File: config.mk
export PLATFORM = sky130hd
export DESIGN_NAME = usb_reg_sequencer
export DESIGN_NICKNAME = d
export VERILOG_FILES = /design/src/rtl/usb_reg_sequencer.sv
export SDC_FILE = /design/constraint.sdc
export NUM_CORES = 1
export LEC_CHECK = 0
export CAP_MARGIN = 20
export CORE_ASPECT_RATIO = 1.25
export CORE_MARGIN = 8
export CORE_UTILIZATION = 50
export DETAILED_ROUTE_END_ITERATION = 7
export GPL_TIMING_DRIVEN = 0
export PLACE_DENSITY = 0.82
export RECOVER_POWER = 50
export SYNTH_ARGS = -nofsm -noshare
export SYNTH_HDL_FRONTEND = slang
export SYNTH_SLANG_ARGS = --single-unit
File: constraint.sdc
create_clock -name clk -period 11.4 [get_ports clk]
set_clock_uncertainty 0.1 [all_clocks]
set_input_delay 3.42 -clock clk [delete_from_list [all_inputs] [get_ports clk]]
set_output_delay 3.42 -clock clk [all_outputs]
set_load 0.05 [all_outputs]
File: src/rtl/usb_reg_sequencer.sv
// Indirect ISP1362 register-access sequencer: round-robin arbitration of two requesters,
// then the command / recovery-gap / data strobe pattern on the controller's Avalon slave port.
module usb_reg_sequencer #(
  parameter int unsigned GAP_CYCLES = 4
) (
  input  logic        clk,
  input  logic        reset,
  input  logic [1:0]  req,
  input  logic [1:0]  req_write,
  input  logic [1:0]  req_dc,
  input  logic [13:0] req_cmd,
  input  logic [1:0]  req_wide,
  input  logic [63:0] req_wdata,
  output logic [1:0]  done,
  output logic [31:0] rdata,
  output logic        busy,
  output logic [1:0]  address,
  output logic        chipselect,
  output logic        read,
  output logic        write,
  output logic [15:0] writedata,
  input  logic [15:0] readdata
);

  typedef enum logic [2:0] {
    ST_IDLE    = 3'd0,
    ST_CMD     = 3'd1,
    ST_GAP_A   = 3'd2,
    ST_DATA_LO = 3'd3,
    ST_GAP_B   = 3'd4,
    ST_DATA_HI = 3'd5,
    ST_GAP_C   = 3'd6,
    ST_DONE    = 3'd7
  } state_t;

  localparam logic [3:0] GAP_LOAD = 4'(GAP_CYCLES - 32'd1);

  state_t      state_r, next_s;
  logic [3:0]  cnt_r, cnt_s;
  logic        last_r, last_s;
  logic        grant_r, grant_s;
  logic        op_wr_r, op_wr_s;
  logic        dc_r, dc_s;
  logic        wide_r, wide_s;
  logic [6:0]  cmd_r, cmd_s;
  logic [31:0] wdata_r, wdata_s;
  logic [31:0] rbuf_r, rbuf_s;

  logic [1:0]  address_r, address_s;
  logic        chipselect_r, chipselect_s;
  logic        read_r, read_s;
  logic        write_r, write_s;
  logic [15:0] writedata_r, writedata_s;
  logic [1:0]  done_r, done_s;
  logic [31:0] rdata_r, rdata_s;
  logic        busy_r, busy_s;

  assign address    = address_r;
  assign chipselect = chipselect_r;
  assign read       = read_r;
  assign write      = write_r;
  assign writedata  = writedata_r;
  assign done       = done_r;
  assign rdata      = rdata_r;
  assign busy       = busy_r;

  // Next state, latched fields, and the output values for the cycle being entered.
  always_comb begin
    next_s       = state_r;
    cnt_s        = cnt_r;
    last_s       = last_r;
    grant_s      = grant_r;
    op_wr_s      = op_wr_r;
    dc_s         = dc_r;
    wide_s       = wide_r;
    cmd_s        = cmd_r;
    wdata_s      = wdata_r;
    rbuf_s       = rbuf_r;
    address_s    = 2'b00;
    chipselect_s = 1'b0;
    read_s       = 1'b0;
    write_s      = 1'b0;
    writedata_s  = 16'h0000;
    done_s       = 2'b00;
    rdata_s      = rdata_r;

    case (state_r)
      ST_IDLE: begin
        if (req != 2'b00) begin
          // On a tie the requester not served last wins.
          grant_s = (req == 2'b11) ? ~last_r : req[1];
          op_wr_s = req_write[grant_s];
          dc_s    = req_dc[grant_s];
          wide_s  = req_wide[grant_s];
          cmd_s   = grant_s ? req_cmd[13:7] : req_cmd[6:0];
          wdata_s = grant_s ? req_wdata[63:32] : req_wdata[31:0];
          next_s  = ST_CMD;
        end else begin
          next_s  = ST_IDLE;
        end
      end
      ST_CMD: begin
        cnt_s  = GAP_LOAD;
        next_s = ST_GAP_A;
      end
      ST_GAP_A: begin
        if (cnt_r == 4'd0) next_s = ST_DATA_LO;
        else cnt_s = cnt_r - 4'd1;
      end
      ST_DATA_LO: begin
        if (!op_wr_r) rbuf_s = {16'h0000, readdata};
        else rbuf_s = rbuf_r;
        cnt_s  = GAP_LOAD;
        next_s = ST_GAP_B;
      end
      ST_GAP_B: begin
        if (cnt_r == 4'd0) next_s = wide_r ? ST_DATA_HI : ST_DONE;
        else cnt_s = cnt_r - 4'd1;
      end
      ST_DATA_HI: begin
        if (!op_wr_r) rbuf_s = {readdata, rbuf_r[15:0]};
        else rbuf_s = rbuf_r;
        cnt_s  = GAP_LOAD;
        next_s = ST_GAP_C;
      end
      ST_GAP_C: begin
        if (cnt_r == 4'd0) next_s = ST_DONE;
        else cnt_s = cnt_r - 4'd1;
      end
      ST_DONE: begin
        last_s = grant_r;
        next_s = ST_IDLE;
      end
      default: begin
        next_s = ST_IDLE;
      end
    endcase

    // Outputs are decoded from the state being entered so they can be registered.
    case (next_s)
      ST_CMD: begin
        chipselect_s = 1'b1;
        write_s      = 1'b1;
        address_s    = {dc_s, 1'b1};
        writedata_s  = {8'h00, op_wr_s, cmd_s};
      end
      ST_DATA_LO, ST_DATA_HI: begin
        chipselect_s = 1'b1;
        address_s    = {dc_s, 1'b0};
        if (op_wr_s) begin
          write_s     = 1'b1;
          writedata_s = (next_s == ST_DATA_HI) ? wdata_s[31:16] : wdata_s[15:0];
        end else begin
          read_s      = 1'b1;
        end
      end
      ST_DONE: begin
        done_s  = grant_s ? 2'b10 : 2'b01;
        rdata_s = rbuf_s;
      end
      default: begin
        chipselect_s = 1'b0;
      end
    endcase

    busy_s = (next_s != ST_IDLE);
  end

  // State, latched request fields and registered outputs.
  always_ff @(posedge clk or posedge reset) begin
    if (reset) begin
      state_r      <= ST_IDLE;
      cnt_r        <= 4'd0;
      last_r       <= 1'b1;
      grant_r      <= 1'b0;
      op_wr_r      <= 1'b0;
      dc_r         <= 1'b0;
      wide_r       <= 1'b0;
      cmd_r        <= 7'd0;
      wdata_r      <= 32'd0;
      rbuf_r       <= 32'd0;
      address_r    <= 2'b00;
      chipselect_r <= 1'b0;
      read_r       <= 1'b0;
      write_r      <= 1'b0;
      writedata_r  <= 16'h0000;
      done_r       <= 2'b00;
      rdata_r      <= 32'd0;
      busy_r       <= 1'b0;
    end else begin
      state_r      <= next_s;
      cnt_r        <= cnt_s;
      last_r       <= last_s;
      grant_r      <= grant_s;
      op_wr_r      <= op_wr_s;
      dc_r         <= dc_s;
      wide_r       <= wide_s;
      cmd_r        <= cmd_s;
      wdata_r      <= wdata_s;
      rbuf_r       <= rbuf_s;
      address_r    <= address_s;
      chipselect_r <= chipselect_s;
      read_r       <= read_s;
      write_r      <= write_s;
      writedata_r  <= writedata_s;
      done_r       <= done_s;
      rdata_r      <= rdata_s;
      busy_r       <= busy_s;
    end
  end

endmodule

==> out/metrics.yaml <==
timing:
  rsz0062_at_grt: "false"
  slew_headroom_pct: 5.74
  tightest_slew_ps: 1410
  period_share_pct: 49.4
  hold_viol_final: 0
  fin_setup_tns_ps: 0
  max_freq_mhz: 178
  finalCriticalPeriod_ps: 5630
  drv_slew: 0
  setup_viol: 0
  final.setup.worst_slack_ps: 5770
synthesis:
  ys_warn_count: 0
  synth_ff_type: "dfrtp_1"
  syn_area_sq_um: 5900
  synth_area_leader_cell: "dfrtp_1"
  syn_area_per_cell_sq_um: 11.8
  yosys-top-cells-count: "131 x dfrtp_1, 41 x nand2_1, 28 x mux2_2, 28 x mux2_4"
  synth_edf_count: 0
  synth-seq-cells: 132
  syn-num-nets: 604
  netlist-cell-type-count: 51
  synthArstFlopShare_pct: 100
  yosysMostFrequentCell: "dfrtp_1"
  synthTopCellsByArea: "dfrtp_1 56%, mux2_4 7.1%, mux2_2 5.3%"
  synth_top_area_share_pct: 55.5
  synthCells: 499
  ys_seq_area_share_pct: 56.0
global_routing:
  grt_pass1_vias: 5222
  grt_max_degree: 103
  grt-ovfl-total: 0
  grtUsageTotal_pct: 22.6
  grt_pass1_wl_um: 27100
  antenna_found_initial: 0
clock_network:
  cts_tree: "built"
  postCtsHoldBufs: 0
  post_cts_buffers: 0
  tritoncts_num_sinks: 132
  worst_skew_pair.late_latency_ps: 410
  numCtsBuffers: 17
  cts_root_buffer: "clkbuf_16"
  post_cts_resized: 0
  clockBufferDepth: 2
  htree_levels: 4
  cts.clk_slew.worst_paths_ps: 60
floorplanning:
  die_h_um: 137
  core_sq_um: 11600
  ioPinCount: 160
  die_x_um: 113
  fp.dieArea_sq_um: 15600
  initial_core_util_pct: 51.1
  rows: 44
worst_setup_path:
  critPathKind: "primary input to flop"
  r2r_slack_ps: 8800
  slowest_stage: "a21boi_1"
  r2r-start: "state_r[0]"
  ff2ff_path_depth: 5
  cp-endpoint: "writedata[7]"
  startpoint: "req[1]"
  cpPeakStageDelay_ps: 740
  cp-start-kind: "primary input"
  required_ps: 11570
  cp.arrival_ps: 5800
  cp_num_buf_inv: 2
  cp.depth: 6
  worst_setup_path_end_kind: "flop"
  cp_cell_sequence: "clkdlybuf4s50_1 > a21boi_1 > a32oi_1 > o221ai_2 > buf_2 > o22ai_1"
  crit_family: "compound AO/OA/AOI/OAI gates"
  cp_max_fo: 10
  reg2reg_to: "rdata[0]"
route:
  avgViaCountPerCell: 5.73
  wl_um: 16800
  vias: 4749
  wire_per_inst_um: 20.3
  drt_iter0_drc: 367
  ant_nets: 0
  drt_pre_antenna_iters: 5
  route.detailed.drc: 0
hold_path:
  hold_path.startpoint: "rbuf_r[8]"
  hold_class: "flop to flop"
placed_design:
  place.gp.congestion: 0.929
  post_dp_cell_area_sq_um: 7700
  place_ws_ps: 5400
  port_buffers: 159
  dp_hpwl_um: 12400
outcome:
  status: "complete, no violations"
power:
  peakVddDrop_mv: 0.119
  powerDensity_nw_per_um2: 268
  finalPower_w: 0.00218
  power_leakage_nw: 3.47
final_layout:
  antenna_cells: 0
  drive_above_1_share_pct: 9.84
  design_area_sq_um: 8160
  areaGrowthSynthToFinish_pct: 38.3
  finalNetCount: 783
flow_run:
  maxCapViolCount: 0
[how the worst min path moves through the flow]
stage | endpoint | cells after the start
5_1_grt | rbuf_r[1] | 1
3_3_place_gp | rbuf_r[24] | 1
2_1_floorplan | rbuf_r[21] | 1
3_5_place_dp | rbuf_r[22] | 1
4_1_cts | rbuf_r[22] | 1
6_report | rbuf_r[8] | 1
[worst register-to-register path, delay by kind of cell (launching register included)]
| kind | cells | cell delay (ps) |
|---|---|---|
| simple gates | 1 | 640 |
| mux | 2 | 710 |
| flops | 1 | 310 |
| buf+inv | 2 | 720 |
[layout make-up]
cell class | count | area [sq um]
timing repair buffer | 160 | 1620
tap | 138 | 173
multi-input combinational | 313 | 2240
buffer | 36 | 174
clock buffer | 22 | 484
sequential | 132 | 3300
fill | 824 | 3400
clock inverter | 10 | 97.6
inverter | 18 | 68.8
[stage by stage]
stage	util, %	hold WS, ps	cells
floorplan	-	362	499
global placement	66.3	379	796
detailed placement	66.6	383	797
CTS	71.6	395	829
global route	70.6	403	829
finish	70.6	382	829
[logic make-up after synthesis]
group	after synthesis	synth area share, %
AOI/OAI and AO/OA	141	16.7
xor gates and xnor gates	3	0.445
adders and majority gates	1	0.212
buffers and inverters	54	4.24
DFF	132	56.0
muxes	57	12.6
and+or+nand+nor	111	9.83
[state kept, by name, summed over array words and instances (netlist names), 2 cells and up]
signal and flops:
rdata 32, state_r 3, address 2, done 2
writedata 16, cnt_r 4, wdata_r 32, rbuf_r 32
[report_power, final]
group	switching [W]	total, W	internal [W]	leakage, nW
sequential	0.0000860	0.000742	0.000656	1.62
combinational	0.000561	0.000917	0.000356	1.57
clock	0.000202	0.000526	0.000324	0.279
[per-layer routing]
metal	GRT usage, %	vias to the layer above	part of all wire, %
met5	0	-	0
met4	10.3	0	2.8
met3	6.75	40	7.3
met2	37.8	240	49
met1	26.3	2300	41
li1	-	2169	-
[cell usage in the layout (no fill, tap or decap), types with 17 or more instances in the layout]
cell               n
clkdlybuf4s50_1  142
dfrtp_1          131
nand2_1           41
mux2_1            39
clkbuf_1          24
a21oi_1           23
o21bai_1          23
nor2_1            18
mux2_2            17
clkbuf_16         17
dlygate4sd3_1     17
No activity file was read; power rests on OpenSTA's default activity.
